File: src/rtl/ahb_mem_slave.sv
// AHB-lite slave in front of a single-port synchronous SRAM: pipelined address/data
// phases, read wait states, byte-lane generation and the two-cycle ERROR response.
module ahb_mem_slave #(
    parameter int ADDR_W     = 32,
    parameter int DATA_W     = 32,
    parameter int MEM_AW     = 18,
    parameter int MEM_RD_LAT = 1
) (
    input  logic                  clk,
    input  logic                  rst,
    input  logic                  HSel,
    input  logic [1:0]            HTrans,
    input  logic [ADDR_W-1:0]     HAddress,
    input  logic                  HWrite,
    input  logic [2:0]            HSize,
    input  logic                  HReadyIn,
    input  logic [DATA_W-1:0]     HWrite_data,
    output logic [DATA_W-1:0]     HRead_data,
    output logic                  HReady,
    output logic [1:0]            HResp,
    output logic [ADDR_W-1:0]     MAddress,
    output logic [DATA_W-1:0]     MWrite_data,
    output logic [DATA_W/8-1:0]   MByteEn,
    output logic                  Mwrite,
    output logic                  Menable,
    input  logic [DATA_W-1:0]     MRead_data
);

    localparam int BE_W  = DATA_W / 8;
    localparam int BEA_W = $clog2(BE_W);
    localparam int CNT_W = (MEM_RD_LAT > 0) ? $clog2(MEM_RD_LAT + 1) : 1;

    localparam logic [1:0]       RESP_OKAY    = 2'b00;
    localparam logic [1:0]       RESP_ERROR   = 2'b01;
    localparam logic             RD_ZERO_WAIT = (MEM_RD_LAT == 0) ? 1'b1 : 1'b0;
    localparam logic [CNT_W-1:0] RD_LAT_LOAD  = CNT_W'(MEM_RD_LAT);

    typedef enum logic [2:0] {
        ST_IDLE = 3'd0,
        ST_WR   = 3'd1,
        ST_RD   = 3'd2,
        ST_ERR1 = 3'd3,
        ST_ERR2 = 3'd4
    } state_t;

    // Lane mask for the transfer size, moved up to the addressed byte.
    function automatic logic [BE_W-1:0] byte_en(input logic [2:0] size, input logic [BEA_W-1:0] lo);
        logic [7:0] m;
        case (size)
            3'd0:    m = 8'h01;
            3'd1:    m = 8'h03;
            3'd2:    m = 8'h0F;
            default: m = 8'hFF;
        endcase
        return m[BE_W-1:0] << lo;
    endfunction

    // Out-of-range, misaligned or wider-than-bus transfers are refused.
    function automatic logic xfer_err(input logic [ADDR_W-1:0] a, input logic [2:0] size);
        logic [10:0] bits;
        logic        bad;
        bits = 11'd8 << size;
        bad  = |a[ADDR_W-1:MEM_AW];
        case (size)
            3'd0:    bad = bad;
            3'd1:    bad = bad | a[0];
            3'd2:    bad = bad | (|a[1:0]);
            3'd3:    bad = bad | (|a[2:0]);
            default: bad = 1'b1;
        endcase
        if (bits > 11'(DATA_W)) begin
            bad = 1'b1;
        end
        return bad;
    endfunction

    state_t              state_r;
    logic [CNT_W-1:0]    cnt_r;
    logic                hready_r;
    logic [1:0]          hresp_r;
    logic                menable_r;
    logic                mwrite_r;
    logic [BE_W-1:0]     mbe_r;
    logic [ADDR_W-1:0]   maddr_r;

    logic                accept_s;
    logic                err_s;
    logic [BE_W-1:0]     be_s;
    logic                unused_s;

    assign accept_s = HSel & HTrans[1] & HReadyIn & hready_r;
    assign err_s    = xfer_err(HAddress, HSize);
    assign be_s     = byte_en(HSize, HAddress[BEA_W-1:0]);
    assign unused_s = HTrans[0];

    // Write data and read data only exist in the data phase, so they pass straight through.
    assign MWrite_data = (state_r == ST_WR) ? HWrite_data : {DATA_W{1'b0}};
    assign HRead_data  = ((state_r == ST_RD) && (cnt_r == {CNT_W{1'b0}})) ? MRead_data : {DATA_W{1'b0}};

    assign HReady   = hready_r;
    assign HResp    = hresp_r;
    assign Menable  = menable_r;
    assign Mwrite   = mwrite_r;
    assign MByteEn  = mbe_r;
    assign MAddress = maddr_r;

    // Transfer FSM: accepts an address phase whenever the current data phase completes.
    always_ff @(posedge clk or negedge rst) begin
        if (!rst) begin
            state_r   <= ST_IDLE;
            cnt_r     <= {CNT_W{1'b0}};
            hready_r  <= 1'b1;
            hresp_r   <= RESP_OKAY;
            menable_r <= 1'b0;
            mwrite_r  <= 1'b0;
            mbe_r     <= {BE_W{1'b0}};
            maddr_r   <= {ADDR_W{1'b0}};
        end else if (hready_r) begin
            if (accept_s && err_s) begin
                state_r   <= ST_ERR1;
                hready_r  <= 1'b0;
                hresp_r   <= RESP_ERROR;
                menable_r <= 1'b0;
                mwrite_r  <= 1'b0;
                mbe_r     <= {BE_W{1'b0}};
            end else if (accept_s) begin
                maddr_r   <= {{(ADDR_W-MEM_AW){1'b0}}, HAddress[MEM_AW-1:0]};
                mbe_r     <= be_s;
                menable_r <= 1'b1;
                mwrite_r  <= HWrite;
                hresp_r   <= RESP_OKAY;
                if (HWrite) begin
                    state_r  <= ST_WR;
                    hready_r <= 1'b1;
                end else begin
                    state_r  <= ST_RD;
                    cnt_r    <= RD_LAT_LOAD;
                    hready_r <= RD_ZERO_WAIT;
                end
            end else begin
                state_r   <= ST_IDLE;
                hready_r  <= 1'b1;
                hresp_r   <= RESP_OKAY;
                menable_r <= 1'b0;
                mwrite_r  <= 1'b0;
                mbe_r     <= {BE_W{1'b0}};
            end
        end else begin
            // Wait cycles never touch the memory.
            menable_r <= 1'b0;
            mwrite_r  <= 1'b0;
            mbe_r     <= {BE_W{1'b0}};
            case (state_r)
                ST_RD: begin
                    cnt_r    <= cnt_r - CNT_W'(1);
                    hready_r <= (cnt_r == CNT_W'(1));
                end
                ST_ERR1: begin
                    state_r  <= ST_ERR2;
                    hready_r <= 1'b1;
                    hresp_r  <= RESP_ERROR;
                end
                default: begin
                    state_r  <= ST_IDLE;
                    hready_r <= 1'b1;
                    hresp_r  <= RESP_OKAY;
                end
            endcase
        end
    end

endmodule

File: config.mk
export PLATFORM = sky130hd
export DESIGN_NAME = ahb_mem_slave
export DESIGN_NICKNAME = d
export VERILOG_FILES = /design/src/rtl/ahb_mem_slave.sv
export SDC_FILE = /design/constraint.sdc
export NUM_CORES = 1
export LEC_CHECK = 0
export BUFFER_PORTS_ARGS = -buffer_cell sky130_fd_sc_hd__buf_4
export CORE_AREA = 2 2 81 83
export CTS_CLUSTER_DIAMETER = 60
export DETAILED_ROUTE_END_ITERATION = 10
export DIE_AREA = 0 0 83 85
export PLACE_DENSITY = 0.79
export SKIP_CTS_REPAIR_TIMING = 1
export SYNTH_ARGS = -nofsm -noshare
export SYNTH_HDL_FRONTEND = slang
export SYNTH_SLANG_ARGS = --single-unit
File: constraint.sdc
create_clock -name clk -period 3.95 [get_ports clk]
set_clock_uncertainty 0.2 [all_clocks]
set_input_delay 0 -clock clk [delete_from_list [all_inputs] [get_ports clk]]
set_output_delay 0 -clock clk [all_outputs]
set_load 0.03 [all_outputs]
==> results.tsv, run 1 <==
metric	value	unit
status	finished, violations left	
violated checks	negative hold slack	
Post-Syn Area	1840	sq um
post-route DRC violation count	0	
min setup slack post-route	1.50	ns
WHS	-0.0386	ns
Worst Path Required	3.97	ns
initial antenna violation count	0	
1st-pass router iterations	3	
part of the Yosys area used for sequential elements	40.8	%
Worst Hold Class	in -> reg	
Crit Path Max Fanout	23	
non-filler instance count after layout	475	
Place WS	1.76	ns
Vias	2039	
Nets	503	
die footprint	7060	sq um
critical path type	reg -> reg	
vias in the first global route	1877	
RSZ-0062 raised after global routing	no	
Worst setup SP type	register	
GRT overflow	0	
largest net degree at the start of global routing	33	
Setup-failing EPs final	0	
EDFF count, synth	0	
vias per cell	4.29	
Tcrit/Tclk final	62.1	%
Chip Height	85	um
async set-reset flop share out of synthesis	100	%
initial DRC count	42	
peak supply drop	249	uV
Max Transition Viols Final	0	
Syn Inst Count	175	
Area Growth Syn to Fin	99.5	%
#FFs+latches synth	30	
fillers	549	
total of max-cap violations	0	
Area contributors post-synth	dfrtp_1, and2_1, mux2_4	
Leakage	2.02	nW
CP Data Arrival Time	2.47	ns
CTS sink count	30	
CTS root buffer	clkbuf_8	
mean post-synth cell area	10.5	sq um
Finished Cell Area	3680	sq um
Cells after DPL	439	
Synth Flop Type	dfrtp_1	
placed cell areas	3310	sq um
clock latency on the worst-skew pair	0.27	ns
post-route ant nets	0	
chip width	83	um
warning count from the yosys run	0	
final hold vios	32	
Rows	29	
per-cell routed wire length	13.2	um
CTS tree	done	
most common cell in the synthesized netlist	and2_1	
Power Density	208	nW/um^2
Max Freq	408	MHz
Starting Density	29.7	%
Post-synth top cells	and2_1, dfrtp_1, buf_4	
number of antenna repair diodes	0	
share of post-route cells with drive strength above 1	57.3	%
H-tree levels	2	
hpwl dp	4.81	mm
Routed WL	6.27	mm
GRT Util Overall	15.5	%
Clock transition at path regs	0.07	ns
Final min period	2.45	ns
first-pass GRT wire length	9.09	mm
post-route core utilization	59.2	%
Clock Tree Buf Depth	2	
Final GP Congestion	0.725	
IO Count	211	
TNS Setup	0	ns
CTS buffer count	5	
number of distinct library cells after synthesis	33	
CP endpoint kind	register	
cell taking the most area after synthesis	dfrtp_1	
number of port buffers	194	
core area	6200	sq um
post-synth top area share	39.4	%
-- sequential cells by signal (all words and copies together), names as in the netlist --
| register | cells |
|---|---|
| MAddress | 18 |
| MByteEn | 4 |
| state_r | 3 |
| HReady | 1 |
| HResp | 1 |
| Menable | 1 |
| Mwrite | 1 |
| cnt_r | 1 |
-- final timing paths --
kind | depth (start not counted) | end | startpoint | slack, ns
hold reg to reg | 1 | MAddress[12]$_DFFE_PN0P_ | MAddress[12]$_DFFE_PN0P_ | 0.29
setup reg to reg | 5 | MByteEn[0]$_DFF_PN0_ | HReady$_DFF_PN1_ | 1.50
hold / removal | 5 | state_r[1]$_DFFE_PN0P_ | HAddress[29] | -0.04
setup / recovery | 5 | MByteEn[0]$_DFF_PN0_ | HReady$_DFF_PN1_ | 1.50
max in group asynchronous | 2 | HReady$_DFF_PN1_ | rst | 3.25
min in group asynchronous | 2 | MAddress[14]$_DFFE_PN0P_ | rst | -0.02
-- through the flow --
step,hold WS [ns],total power [mW]
floorplan,-0.496,0.412
global placement,-0.255,0.516
detailed placement,-0.252,0.518
CTS,-0.553,0.750
global route,0.0120,0.798
finish,-0.0386,0.763
-- worst max-delay path, cell delays in order, from the launching register on --
cell	delay (ns)
dfstp_2	0.59
nand4_1	0.25
nor3_4	0.24
buf_4	0.34
nor3b_2	0.22
dlygate4sd3_1	0.56
-- report_power, final --
group	total [mW]	switching, mW	internal, mW
sequential	0.317	0.00509	0.312
combinational	0.215	0.0999	0.115
clock	0.231	0.109	0.122
total	0.763	0.214	0.549
-- layer usage --
| layer | wire length, um | vias up | GRT usage [%] | part of all wire (%) |
|---|---|---|---|---|
| met5 | 0 | - | 0 | 0 |
| met2 | 3400 | 110 | 28.7 | 54 |
| met3 | 583 | 9 | 5.35 | 9.3 |
| li1 | - | 996 | - | - |
| met4 | 68 | 0 | 2.53 | 1.1 |
| met1 | 2220 | 924 | 17.5 | 35 |
-- cell type report --
| type | instances | area [sq um] | area share (%) |
|---|---|---|---|
| repair buffers | 224 | 1750 | 47.7 |
| multi-input cells | 135 | 988 | 26.9 |
| flip-flops and latches | 30 | 752 | 20.5 |
| well taps | 77 | 96.3 | 2.62 |
| clock buffers | 6 | 72.6 | 1.97 |
| clock inverters | 2 | 10.0 | 0.272 |
| inverters | 1 | 3.75 | 0.102 |
-- cell usage in the layout (no fill, tap or decap) --
cell and n:
a221oi_1 1, nor3b_1 1, clkinv_2 2, nor3b_2 3, o211ai_2 1, o21a_1 1
buf_6 1, o31ai_1 1, dfrtp_1 29, nor2_1 3, buf_4 196, a21boi_1 1
and2_1 65, nor3_1 2, clkbuf_8 5, nand2_1 3, nand4_1 1, nor4_1 2
a2111oi_0 1, and4_1 1, dlygate4sd3_1 27, nor3_4 1, dfstp_2 1, conb_1 15
nor4_2 3, o21ai_0 1, mux2_2 4, o32ai_1 1, clkbuf_1 1, or3_1 1
nor3_2 1, a21oi_1 4, nand2b_1 2, inv_1 1, mux2_1 5, mux2_4 10
-- logic make-up after synthesis --
| kind of cell | Yosys count | synth area share (%) |
|---|---|---|
| buffers and inverters | 24 | 8.96 |
| AND/OR/NAND/NOR | 89 | 31.7 |
| flip-flops | 30 | 40.8 |
| other | 1 | 0.203 |
| AO/OA/AOI/OAI | 12 | 4.68 |
| multiplexers | 19 | 13.6 |
No activity file was read; power rests on OpenSTA's default activity.
==> run 2: changes to the inputs <==
--- a/config.mk
+++ b/config.mk
@@ -6,11 +6,11 @@
 export NUM_CORES = 1
 export LEC_CHECK = 0
 export BUFFER_PORTS_ARGS = -buffer_cell sky130_fd_sc_hd__buf_4
-export CORE_AREA = 2 2 81 83
+export CORE_AREA = 2 2 82 84
 export CTS_CLUSTER_DIAMETER = 60
 export DETAILED_ROUTE_END_ITERATION = 10
-export DIE_AREA = 0 0 83 85
-export PLACE_DENSITY = 0.79
+export DIE_AREA = 0 0 84 86
+export PLACE_DENSITY = 0.77
 export SKIP_CTS_REPAIR_TIMING = 1
 export SYNTH_ARGS = -nofsm -noshare
 export SYNTH_HDL_FRONTEND = slang
==> constraint.sdc (replaced) <==
create_clock -name clk -period 2.4 [get_ports clk]
set_clock_uncertainty 0.2 [all_clocks]
set_input_delay 0 -clock clk [delete_from_list [all_inputs] [get_ports clk]]
set_output_delay 0 -clock clk [all_outputs]
set_load 0.03 [all_outputs]
==> run 2 against run 1 <==
Sequential share of layout area down 0.21 points. Critical path depth grew 2. Clock power grew 67%. Flip-flop and latch count unchanged. Die area increased by 2.4%. Largest power group unchanged. Count of clock-buffer cells in the layout unchanged. The run still ends with negative hold slack left. Via count is 0.54% lower. Routed wire length decreased by 0.49%.
==> results.tsv, run 2 (synthesis results as in run 1) <==
metric	value	unit
status	finished, violations left	
violated checks	negative hold slack	
most frequent cells in the layout	buf_4, and2_1, dlygate4sd3_1	
hpwl dp	4.77	mm
Nets	506	
Final min period	2.05	ns
Rows	29	
crit path from	HSize[2]	
Leakage	2.02	nW
hold path depth	5	
Area Growth Syn to Fin	102	%
Worst Path Required	2.36	ns
Worst Hold Class	in -> reg	
Chip Height	86	um
die footprint	7220	sq um
post-route DRC violation count	0	
core area	6280	sq um
Hold Startpoint	HAddress[29]	
share of post-route cells with drive strength above 1	56.9	%
CTS tree	done	
GRT overflow	0	
post-route ant nets	0	
Clock Tree Buf Depth	2	
RSZ-0062 raised after global routing	no	
placed cell areas	3330	sq um
WHS	-0.0323	ns
Crit Path Max Fanout	5	
1st-pass router iterations	4	
Clock transition at path regs	0.07	ns
IO Count	211	
critical path type	in -> reg	
CP endpoint kind	register	
number of port buffers	194	
Worst setup SP type	input pin	
Max Transition Viols Final	0	
CTS buffer count	5	
Routed WL	6.24	mm
total of max-cap violations	0	
Largest register FFs	18	
Tot Pwr	1.27	mW
largest net degree at the start of global routing	33	
Critical-path top delay cell	dlygate4sd3_1	
CTS root buffer	clkbuf_8	
initial antenna violation count	0	
final hold vios	4	
Final GP Congestion	0.719	
Finished Cell Area	3710	sq um
CP Data Arrival Time	2.01	ns
number of antenna repair diodes	0	
commonest non-fill, non-tap cell in the layout	buf_4	
worst path cell trace	dlygate4sd3_1, buf_4, nor4_2, o211ai_2, nor2_1, a21oi_1, dlygate4sd3_1	
GRT Util Overall	15.3	%
Starting Density	29.4	%
clock latency on the worst-skew pair	0.28	ns
initial DRC count	28	
H-tree levels	2	
Worst R2R Path Depth	4	
Max stage delay on crit path	0.57	ns
cell mode on critical path	dlygate4sd3_1	
Setup-failing EPs final	0	
Vias	2028	
Max Freq	489	MHz
vias per cell	4.24	
r2r startpoint	HReady$_DFF_PN1_	
per-cell routed wire length	13.1	um
chip width	84	um
vias in the first global route	1935	
CTS sink count	30	
Tcrit/Tclk final	85.2	%
first-pass GRT wire length	9.13	mm
Power Density	341	nW/um^2
TNS Setup	0	ns
peak supply drop	333	uV
==> run 2: cell count changes in the layout (fill, tap and decap cells not counted) <==
cell / change
dlygate4sd3_1: +3
buf_12: +1
buf_6: -1
==> run 2: power by group <==
part           internal (mW)  total (mW)  switching [mW]
Clock                  0.201       0.385           0.184
Combinational          0.193       0.358           0.165
Sequential             0.514       0.522         0.00853
==> run 2: path summary, 6_finish.rpt <==
kind,endpoint,slack [ns]
min reg2reg,MAddress[15]$_DFFE_PN0P_,0.29
max,state_r[0]$_DFFE_PN0P_,0.35
max in group asynchronous,HReady$_DFF_PN1_,1.68
min,HReady$_DFF_PN1_,-0.03
min in group asynchronous,MAddress[14]$_DFFE_PN0P_,0
max reg2reg,MAddress[16]$_DFFE_PN0P_,0.39
==> run 2: stage by stage <==
step	utilization (%)	setup WS, ns	cells
2_1_floorplan	-	0.357	189
3_3_place_gp	53.1	0.440	440
3_5_place_dp	53.1	0.403	440
4_1_cts	54.4	0.382	448
5_1_grt	59.2	0.236	478
6_report	59.2	0.355	478
==> run 2: metal layers <==
metal | routed length [um] | GRT usage (%) | up-vias
met4 | 10 | 2.64 | 0
met3 | 548 | 5.10 | 2
li1 | - | - | 1000
met1 | 2410 | 18.4 | 922
met5 | 0 | 0 | -
met2 | 3280 | 27.1 | 104
==> run 2: area by class of cell <==
class	count	area [sq um]
timing repair buffer	227	1790
fill	562	2560
inverter	1	3.75
clock buffer	6	72.6
multi-input combinational	135	988
clock inverter	2	10.0
sequential	30	752
tap	77	96.3
==> run 2: worst max-delay path, delay by kind of cell <==
| family | cells | cell delay, ns |
|---|---|---|
| compound gates | 2 | 0.30 |
| buf+inv | 3 | 1.28 |
| simple gates | 2 | 0.44 |
